## config.mk

```make
export PLATFORM = sky130hd
export DESIGN_NAME = addsub_arbiter_flat
export DESIGN_NICKNAME = d
export VERILOG_FILES = /design/src/rtl/addsub_arbiter_if.sv /design/src/rtl/addsub_arbiter.sv /design/src/flat_wrapper.sv
export SDC_FILE = /design/constraint.sdc
export NUM_CORES = 1
export LEC_CHECK = 0
export ABC_AREA = 1
export BUFFER_PORTS_ARGS = -buffer_cell sky130_fd_sc_hd__buf_2
export CAP_MARGIN = 20
export CORE_ASPECT_RATIO = 1.25
export CORE_MARGIN = 1.5
export CORE_UTILIZATION = 40
export DETAILED_ROUTE_END_ITERATION = 8
export GPL_TIMING_DRIVEN = 0
export PLACE_DENSITY = 0.76
export SLEW_MARGIN = 10
export SYNTH_ARGS = -nofsm -noshare
export SYNTH_HDL_FRONTEND = slang
export SYNTH_SLANG_ARGS = --single-unit
```

## constraint.sdc

```tcl
create_clock -name clk -period 1.27 [get_ports clk]
set_input_delay 0 -clock clk [delete_from_list [all_inputs] [get_ports clk]]
set_output_delay 0 -clock clk [all_outputs]
set_load 0.01 [all_outputs]
```

## src/rtl/addsub_arbiter_if.sv

```systemverilog
//------------------------------------------------------------------------------
// Module      : addsub_arbiter_if
// Description : Bundles the two requester channels, the shared datapath hookup
//               and the response channel of the add/sub arbiter.
// Revision    : 1.0 - initial release
//------------------------------------------------------------------------------
`default_nettype none

interface addsub_arbiter_if #(
  parameter int WIDTH = 32
);
  // requester 0
  logic             req0_valid;
  logic             req0_ready;
  logic [1:0]       req0_op;
  logic [WIDTH-1:0] req0_a;
  logic [WIDTH-1:0] req0_b;
  // requester 1
  logic             req1_valid;
  logic             req1_ready;
  logic [1:0]       req1_op;
  logic [WIDTH-1:0] req1_a;
  logic [WIDTH-1:0] req1_b;
  // shared ripple datapath
  logic [WIDTH-1:0] dp_a;
  logic [WIDTH-1:0] dp_b;
  logic             dp_sub;
  logic [WIDTH-1:0] dp_sum;
  logic             dp_carryout;
  logic             dp_overflow;
  // response channel
  logic             rsp_valid;
  logic             rsp_ready;
  logic             rsp_id;
  logic [WIDTH-1:0] rsp_result;
  logic             rsp_carryout;
  logic             rsp_overflow;
  logic             rsp_err;

  // arbiter side
  modport slave (
    input  req0_valid, req0_op, req0_a, req0_b,
    output req0_ready,
    input  req1_valid, req1_op, req1_a, req1_b,
    output req1_ready,
    output dp_a, dp_b, dp_sub,
    input  dp_sum, dp_carryout, dp_overflow,
    output rsp_valid, rsp_id, rsp_result, rsp_carryout, rsp_overflow, rsp_err,
    input  rsp_ready
  );

  // requesters, datapath and consumer side
  modport master (
    output req0_valid, req0_op, req0_a, req0_b,
    input  req0_ready,
    output req1_valid, req1_op, req1_a, req1_b,
    input  req1_ready,
    input  dp_a, dp_b, dp_sub,
    output dp_sum, dp_carryout, dp_overflow,
    input  rsp_valid, rsp_id, rsp_result, rsp_carryout, rsp_overflow, rsp_err,
    output rsp_ready
  );
endinterface

`default_nettype wire

```

## src/rtl/addsub_arbiter.sv

```systemverilog
//------------------------------------------------------------------------------
// Module      : addsub_arbiter
// Description : Round-robin arbiter sharing one ripple add/sub datapath between
//               two requesters; holds operands for a settle window, then
//               returns sum/carry/overflow (or the slt bit) tagged with the id.
// Revision    : 1.0 - initial release
//------------------------------------------------------------------------------
`default_nettype none

module addsub_arbiter #(
  parameter int WIDTH         = 32,
  parameter int SETTLE_CYCLES = 4
) (
  input  wire logic         clk,
  input  wire logic         rst_n,
  addsub_arbiter_if.slave   bus
);

  typedef enum logic [1:0] {
    IDLE    = 2'd0,
    SETTLE  = 2'd1,
    RESPOND = 2'd2
  } state_t;

  localparam logic [1:0] OP_ADD = 2'b00;
  localparam logic [1:0] OP_SUB = 2'b01;
  localparam logic [1:0] OP_SLT = 2'b10;
  // counter is loaded with SETTLE_CYCLES-1 so the capture lands exactly
  // SETTLE_CYCLES edges after the accept edge
  localparam logic [7:0] SETTLE_INIT = 8'(SETTLE_CYCLES - 1);

  state_t           state;
  state_t           next_state;
  logic [7:0]       cnt;
  logic             last_grant;
  logic [1:0]       op_q;
  logic             id_q;
  logic             grant0;
  logic             grant1;
  logic [1:0]       sel_op;
  logic [WIDTH-1:0] dp_a_q;
  logic [WIDTH-1:0] dp_b_q;
  logic             dp_sub_q;
  logic             rsp_id_q;
  logic [WIDTH-1:0] rsp_result_q;
  logic             rsp_carryout_q;
  logic             rsp_overflow_q;
  logic             rsp_err_q;

  // requester 0 wins when alone or when requester 1 was served last
  assign grant0 = (state == IDLE) & bus.req0_valid & (~bus.req1_valid | last_grant);
  assign grant1 = (state == IDLE) & bus.req1_valid & ~grant0;
  assign sel_op = grant0 ? bus.req0_op : bus.req1_op;

  assign bus.req0_ready   = grant0;
  assign bus.req1_ready   = grant1;
  assign bus.dp_a         = dp_a_q;
  assign bus.dp_b         = dp_b_q;
  assign bus.dp_sub       = dp_sub_q;
  assign bus.rsp_valid    = (state == RESPOND);
  assign bus.rsp_id       = rsp_id_q;
  assign bus.rsp_result   = rsp_result_q;
  assign bus.rsp_carryout = rsp_carryout_q;
  assign bus.rsp_overflow = rsp_overflow_q;
  assign bus.rsp_err      = rsp_err_q;

  // state register
  always_ff @(posedge clk) begin
    if (!rst_n) state <= IDLE;
    else        state <= next_state;
  end

  // next-state decode
  always_comb begin
    next_state = state;
    case (state)
      IDLE:    if (grant0 | grant1) next_state = SETTLE;
      SETTLE:  if (cnt == 8'd0)     next_state = RESPOND;
      RESPOND: if (bus.rsp_ready)   next_state = IDLE;
      default: next_state = IDLE;
    endcase
  end

  // operand latch, settle counter and response capture
  always_ff @(posedge clk) begin
    if (!rst_n) begin
      dp_a_q         <= '0;
      dp_b_q         <= '0;
      dp_sub_q       <= 1'b0;
      op_q           <= OP_ADD;
      id_q           <= 1'b0;
      cnt            <= 8'd0;
      last_grant     <= 1'b1;
      rsp_id_q       <= 1'b0;
      rsp_result_q   <= '0;
      rsp_carryout_q <= 1'b0;
      rsp_overflow_q <= 1'b0;
      rsp_err_q      <= 1'b0;
    end else begin
      case (state)
        IDLE: begin
          if (grant0 | grant1) begin
            dp_a_q     <= grant0 ? bus.req0_a : bus.req1_a;
            dp_b_q     <= grant0 ? bus.req0_b : bus.req1_b;
            dp_sub_q   <= (sel_op == OP_SUB) || (sel_op == OP_SLT);
            op_q       <= sel_op;
            id_q       <= grant1;
            last_grant <= grant1;
            cnt        <= SETTLE_INIT;
          end
        end
        SETTLE: begin
          if (cnt != 8'd0) begin
            cnt <= cnt - 8'd1;
          end else begin
            rsp_id_q       <= id_q;
            rsp_carryout_q <= bus.dp_carryout;
            rsp_overflow_q <= bus.dp_overflow;
            rsp_err_q      <= 1'b0;
            case (op_q)
              OP_ADD, OP_SUB: rsp_result_q <= bus.dp_sum;
              // signed less-than: sign of A-B corrected by overflow
              OP_SLT: rsp_result_q <= {{(WIDTH-1){1'b0}},
                                       bus.dp_sum[WIDTH-1] ^ bus.dp_overflow};
              default: begin
                rsp_result_q <= '0;
                rsp_err_q    <= 1'b1;
              end
            endcase
          end
        end
        default: ;
      endcase
    end
  end

endmodule

`default_nettype wire

```

## src/flat_wrapper.sv

```systemverilog
// flat-port wrapper written by rule: the top's interface ports become plain ports
module addsub_arbiter_flat 
#(
  parameter int WIDTH         = 32,
  parameter int SETTLE_CYCLES = 4
)
  (clk, rst_n, bus_req0_valid, bus_req0_op, bus_req0_a, bus_req0_b, bus_req0_ready, bus_req1_valid, bus_req1_op, bus_req1_a, bus_req1_b, bus_req1_ready, bus_dp_a, bus_dp_b, bus_dp_sub, bus_dp_sum, bus_dp_carryout, bus_dp_overflow, bus_rsp_valid, bus_rsp_id, bus_rsp_result, bus_rsp_carryout, bus_rsp_overflow, bus_rsp_err, bus_rsp_ready);
  addsub_arbiter_if #(.WIDTH(WIDTH)) bus_i ();
  input  wire logic clk;
  input  wire logic rst_n;
  input wire logic [$bits(bus_i.req0_valid)-1:0] bus_req0_valid;
  input wire logic [$bits(bus_i.req0_op)-1:0] bus_req0_op;
  input wire logic [$bits(bus_i.req0_a)-1:0] bus_req0_a;
  input wire logic [$bits(bus_i.req0_b)-1:0] bus_req0_b;
  output wire logic [$bits(bus_i.req0_ready)-1:0] bus_req0_ready;
  input wire logic [$bits(bus_i.req1_valid)-1:0] bus_req1_valid;
  input wire logic [$bits(bus_i.req1_op)-1:0] bus_req1_op;
  input wire logic [$bits(bus_i.req1_a)-1:0] bus_req1_a;
  input wire logic [$bits(bus_i.req1_b)-1:0] bus_req1_b;
  output wire logic [$bits(bus_i.req1_ready)-1:0] bus_req1_ready;
  output wire logic [$bits(bus_i.dp_a)-1:0] bus_dp_a;
  output wire logic [$bits(bus_i.dp_b)-1:0] bus_dp_b;
  output wire logic [$bits(bus_i.dp_sub)-1:0] bus_dp_sub;
  input wire logic [$bits(bus_i.dp_sum)-1:0] bus_dp_sum;
  input wire logic [$bits(bus_i.dp_carryout)-1:0] bus_dp_carryout;
  input wire logic [$bits(bus_i.dp_overflow)-1:0] bus_dp_overflow;
  output wire logic [$bits(bus_i.rsp_valid)-1:0] bus_rsp_valid;
  output wire logic [$bits(bus_i.rsp_id)-1:0] bus_rsp_id;
  output wire logic [$bits(bus_i.rsp_result)-1:0] bus_rsp_result;
  output wire logic [$bits(bus_i.rsp_carryout)-1:0] bus_rsp_carryout;
  output wire logic [$bits(bus_i.rsp_overflow)-1:0] bus_rsp_overflow;
  output wire logic [$bits(bus_i.rsp_err)-1:0] bus_rsp_err;
  input wire logic [$bits(bus_i.rsp_ready)-1:0] bus_rsp_ready;
  assign bus_i.req0_valid = bus_req0_valid;
  assign bus_i.req0_op = bus_req0_op;
  assign bus_i.req0_a = bus_req0_a;
  assign bus_i.req0_b = bus_req0_b;
  assign bus_req0_ready = bus_i.req0_ready;
  assign bus_i.req1_valid = bus_req1_valid;
  assign bus_i.req1_op = bus_req1_op;
  assign bus_i.req1_a = bus_req1_a;
  assign bus_i.req1_b = bus_req1_b;
  assign bus_req1_ready = bus_i.req1_ready;
  assign bus_dp_a = bus_i.dp_a;
  assign bus_dp_b = bus_i.dp_b;
  assign bus_dp_sub = bus_i.dp_sub;
  assign bus_i.dp_sum = bus_dp_sum;
  assign bus_i.dp_carryout = bus_dp_carryout;
  assign bus_i.dp_overflow = bus_dp_overflow;
  assign bus_rsp_valid = bus_i.rsp_valid;
  assign bus_rsp_id = bus_i.rsp_id;
  assign bus_rsp_result = bus_i.rsp_result;
  assign bus_rsp_carryout = bus_i.rsp_carryout;
  assign bus_rsp_overflow = bus_i.rsp_overflow;
  assign bus_rsp_err = bus_i.rsp_err;
  assign bus_i.rsp_ready = bus_rsp_ready;
  addsub_arbiter #(.WIDTH(WIDTH), .SETTLE_CYCLES(SETTLE_CYCLES)) u_core (.clk(clk), .rst_n(rst_n), .bus(bus_i));
endmodule
```

==> metrics.cfg, run 1 <==
[outcome]
outcome=stopped before the end
flow.stopped_at=global routing (5_1_grt)
flow.first_error=[ERROR GRT-0116] Global routing finished with congestion. Check the congestion regions in the DRC Viewer.

[global_route]
grt_max_degree=17
first_pass_grt_wire_length_um=43000
globalRouteOverflowTotal=3
first_global_vias=8266
grt_usage_pct=42.3

[synth]
synth_area_leaders=dfxtp_1 (47%), nand2_1 (13%), nand3_1 (8.9%)
mappedNetlistNets=848
netlist.area_leader.share_pct=46.8
synth.most_common_cell=nand2_1
synthesis.instances=675
synth.yosys.seq_area_share_pct=46.8
syn_avg_cell_area_um2=7.29
synth-seq-cells=115
postSynth.topFlopCell=dfxtp_1
post_synth_most_frequent_cells=nand2_1 (176), dfxtp_1 (115), nand3_1 (88)
mapped_area_um2=4920
yosysTopAreaCell=dfxtp_1
yosys.cell_types.count=27
yosysWarnings=0
synth_edf_count=0
postSynth.asyncResetShare_pct=0

[place]
place.gp.congestion=0.876
placed_wire_length_estimate_um=12300
placed_cell_area_um2=6540
port_buffers=274
dpl.cell_count=1113

[clock_network]
htree_num_levels=4
clock-root-buffer=clkbuf_16
clock_sinks=115
clock_path_buffers=2
cts-buffers-inserted=17

[die]
start_util_pct=40.8
pin_count=275
row_count=45
die_x_um=102
fp.dieH_um=127

-- stage by stage --
stage / hold WS, ns / setup WS, ns / utilization [%]
floorplan: 0.141 / -0.0147 / -
global placement: 0.244 / -0.294 / 54.3
detailed placement: 0.253 / -0.307 / 54.3
CTS: 0.0693 / -0.218 / 79.6
-- repair_timing --
| action | CTS |
|---|---|
| buffers inserted | 22 |
| setup endpoints to repair | 114 |
| gates resized for setup | 141 |
| endpoints found under the hold margin | 102 |
| pin swaps | 24 |
| gates cloned | 10 |
| hold buffers | 166 |
-- layer usage --
metal / GRT overflow / global-route usage (%)
met1: 0 / 44.0
met4: 2 / 33.2
met3: 0 / 17.6
met5: 0 / 1.21
met2: 1 / 66.5
-- kinds of logic after synthesis --
kind of cell	synth area share, %
buf+inv	9.13
fa+ha+maj	0.508
compound gates	11.9
flops	46.8
xor+xnor	0.178
simple gates	31.5
==> run 2, diff against run 1 <==
- CORE_ASPECT_RATIO: 1.25 -> unset
- PLACE_DENSITY: 0.76 -> unset
- PLACE_DENSITY_LB_ADDON: unset -> 0.15
- clock period: 1.27 -> 1.65 ns (I/O delays scaled with it)
==> run 2 against run 1 <==
The run now ends clean; area after synthesis did not move; synthesized cell count did not move.
==> metrics.cfg, run 2 <==
[final_layout]
layout.cell_area.non_filler_um2=8690
layout_commonest_cell=buf_2
antenna_diode_count=0
final_nets=1308
area.growth.synth_to_final_pct=76.6
regArea_um2=2300
fraction_of_layout_instances_using_a_drive_strength_above_1_pct=30.1
multi_input_comb_area_um2=2170
final_cell_mix=buf_2 (287), nand2_1 (176), dlygate4sd3_1 (166)
utilization_pct=72.3
layout.filler_cells=921

[synth]
syn_avg_cell_area_um2=7.29  ; unchanged
synth.yosys.seq_area_share_pct=46.8  ; unchanged
postSynth.topFlopCell=dfxtp_1  ; unchanged
synth.area.mux_share_pct=0  ; unchanged
mappedNetlistNets=848  ; unchanged
mapped_area_um2=4920  ; unchanged
postSynth.asyncResetShare_pct=0  ; unchanged
post_synth_fa_ha_maj_area_fraction_pct=0.509  ; unchanged
synthesis.instances=675  ; unchanged
synth-simple-area-share_pct=31.5  ; unchanged
yosys.cell_types.count=27  ; unchanged
synth_area_leaders=dfxtp_1 (47%), nand2_1 (13%), nand3_1 (8.9%)  ; unchanged
synth.most_common_cell=nand2_1  ; unchanged
synth_edf_count=0  ; unchanged
synth-seq-cells=115  ; unchanged
netlist.area_leader.share_pct=46.8  ; unchanged
yosysWarnings=0  ; unchanged
synth_xor_xnor_area_share_pct=0.178  ; unchanged
synth_compound_gate_area_share_pct=11.9  ; unchanged
post_synth_most_frequent_cells=nand2_1 (176), dfxtp_1 (115), nand3_1 (88)  ; unchanged
yosysTopAreaCell=dfxtp_1  ; unchanged
synth_top_family_by_area=simple AND/OR/NAND/NOR gates  ; unchanged

[place]
placed_cell_area_um2=6480  ; was 6540 µm²
port_buffers=274  ; unchanged
placed_wire_length_estimate_um=12000  ; was 12,300 µm
place.gp.congestion=0.805  ; was 0.876
post-place-ws_ns=0.0710  ; was -0.307 ns

[sta]
final_max_slew_viol_count=0
max_clock_freq_mhz=641
final.setup.tns_ns=0
final-setup-viol-count=0
setup_repair_after_global_routing_missed_its_margin=yes
worst-slew-pin-transition_ns=0.646
min_period_ns=1.56
endpoints_failing_hold=0
final.period_utilization_pct=94.6
relSlewSlack_pct=57.0
fin_skew_ns=0.00603
layout_setup_ws_ns=0.0891

[setup_path]
start_kind=flop
required_arrival_time_at_the_worst_endpoint_ns=1.65
worst_ep_arrival_time_ns=1.56
path_class=flop to output port
reg2regPathDepth=6
critPathMaxFanout=10
endpoint_kind=output port

[routing]
drt-pass1-iter-count=6
postRouteWirelength_um=20000
antenna_left=0
drc_errors=0
routed_wire_length_per_instance_um=15.5
avgViaCountPerCell=5.06
vias=6539
detail_route.iter0.violations=474

[clock_network]
clock_sinks=115  ; unchanged
clock_path_buffers=2  ; unchanged
clkLatencyLatePin_ns=0.41
cts_tree=done
clk_pin_slew_ns=0.05
cts-buffers-inserted=17  ; unchanged
clock-root-buffer=clkbuf_16  ; unchanged
htree_num_levels=4  ; unchanged

[global_route]
globalRouteOverflowTotal=0
grt_max_degree=17
first_pass_grt_wire_length_um=30600
antenna_found_initial=0
grt_usage_pct=30.3
first_global_vias=6361

[die]
die_x_um=114  ; was 102 µm
fp.coreArea_um2=12000
row_count=40  ; was 45
pin_count=275  ; unchanged
fp.dieH_um=114  ; was 127 µm
total_die_area_um2=13000
start_util_pct=41.0  ; was 40.8%

[power]
finalPower_mw=10.3
irDropWorstVdd_mv=0.756
leakage_nw=4.24
power.density_nw_per_um2=1190

[flow_run]
maxCapViolations=0

[hold_path]
timing.hold.worst_path_depth=4
min_path_type=input pin to flop

[outcome]
outcome=finished, final reports clean  ; was stopped before the end

-- run 2: stage by stage --
step | hold slack (ns) | instances
floorplan | 0.139 | 675
global placement | 0.250 | 1096
detailed placement | 0.261 | 1096
CTS | 0.00732 | 1291
global route | 0.0368 | 1292
finish | 0.0218 | 1292
-- run 2: path summary, 6_finish.rpt --
kind | startpoint | to | slack [ns]
worst max-delay path | u_core.state[1] | bus_req1_ready | 0.09
worst min-delay path | bus_req1_valid | u_core.op_q[0] | 0.02
worst max register to register | u_core.state[1] | u_core.bus.dp_a[9] | 0.11
worst min register to register | u_core.bus.dp_a[30] | u_core.bus.dp_a[30] | 0.47
-- run 2: where the power goes --
group          switching [mW]  internal, mW
logic                    1.95          1.47
registers               0.281          3.28
clock network            1.22          2.11
total                    3.46          6.86
-- run 2: cell type report --
type	instances	area share, %
Buffer	51	3.54
Clock buffer	23	5.39
Clock inverter	6	0.662
Inverter	42	1.83
Multi-Input combinational cell	467	25.0
Sequential cell	115	26.5
Tap cell	147	2.12
Timing Repair Buffer	441	35.0
-- run 2: worst max-delay path, stage by stage (launching register included) --
cell     delay (ns)
dfxtp_1        0.34
nor2_4         0.18
nand3_4        0.15
inv_2          0.14
buf_6          0.16
nor2_1         0.05
buf_2          0.14
-- run 2: timing repair --
action,CTS,global route
setup buffers,0,1
gates resized for setup,1,9
hold buffers,166,0
hold endpoints to repair,102,0
pin swaps,0,1
setup endpoints to repair,2,37
-- run 2: logic make-up after synthesis --
| kind of cell | Yosys count |
|---|---|
| AOI/OAI and AO/OA | 104 |
| xor gates and xnor gates | 1 |
| adders and majority gates | 2 |
| buffers and inverters | 93 |
| DFF | 115 |
| and+or+nand+nor | 360 |
-- run 2: routing by layer --
layer | up-vias | part of all wire (%) | global-route usage, %
met1 | 2901 | 40 | 33.9
li1 | 3167 | - | -
met3 | 90 | 8.2 | 8.98
met5 | - | 0 | 0
met4 | 0 | 4.9 | 19.5
met2 | 381 | 47 | 50.2
Note: power is estimated with default switching activity, not from simulation.
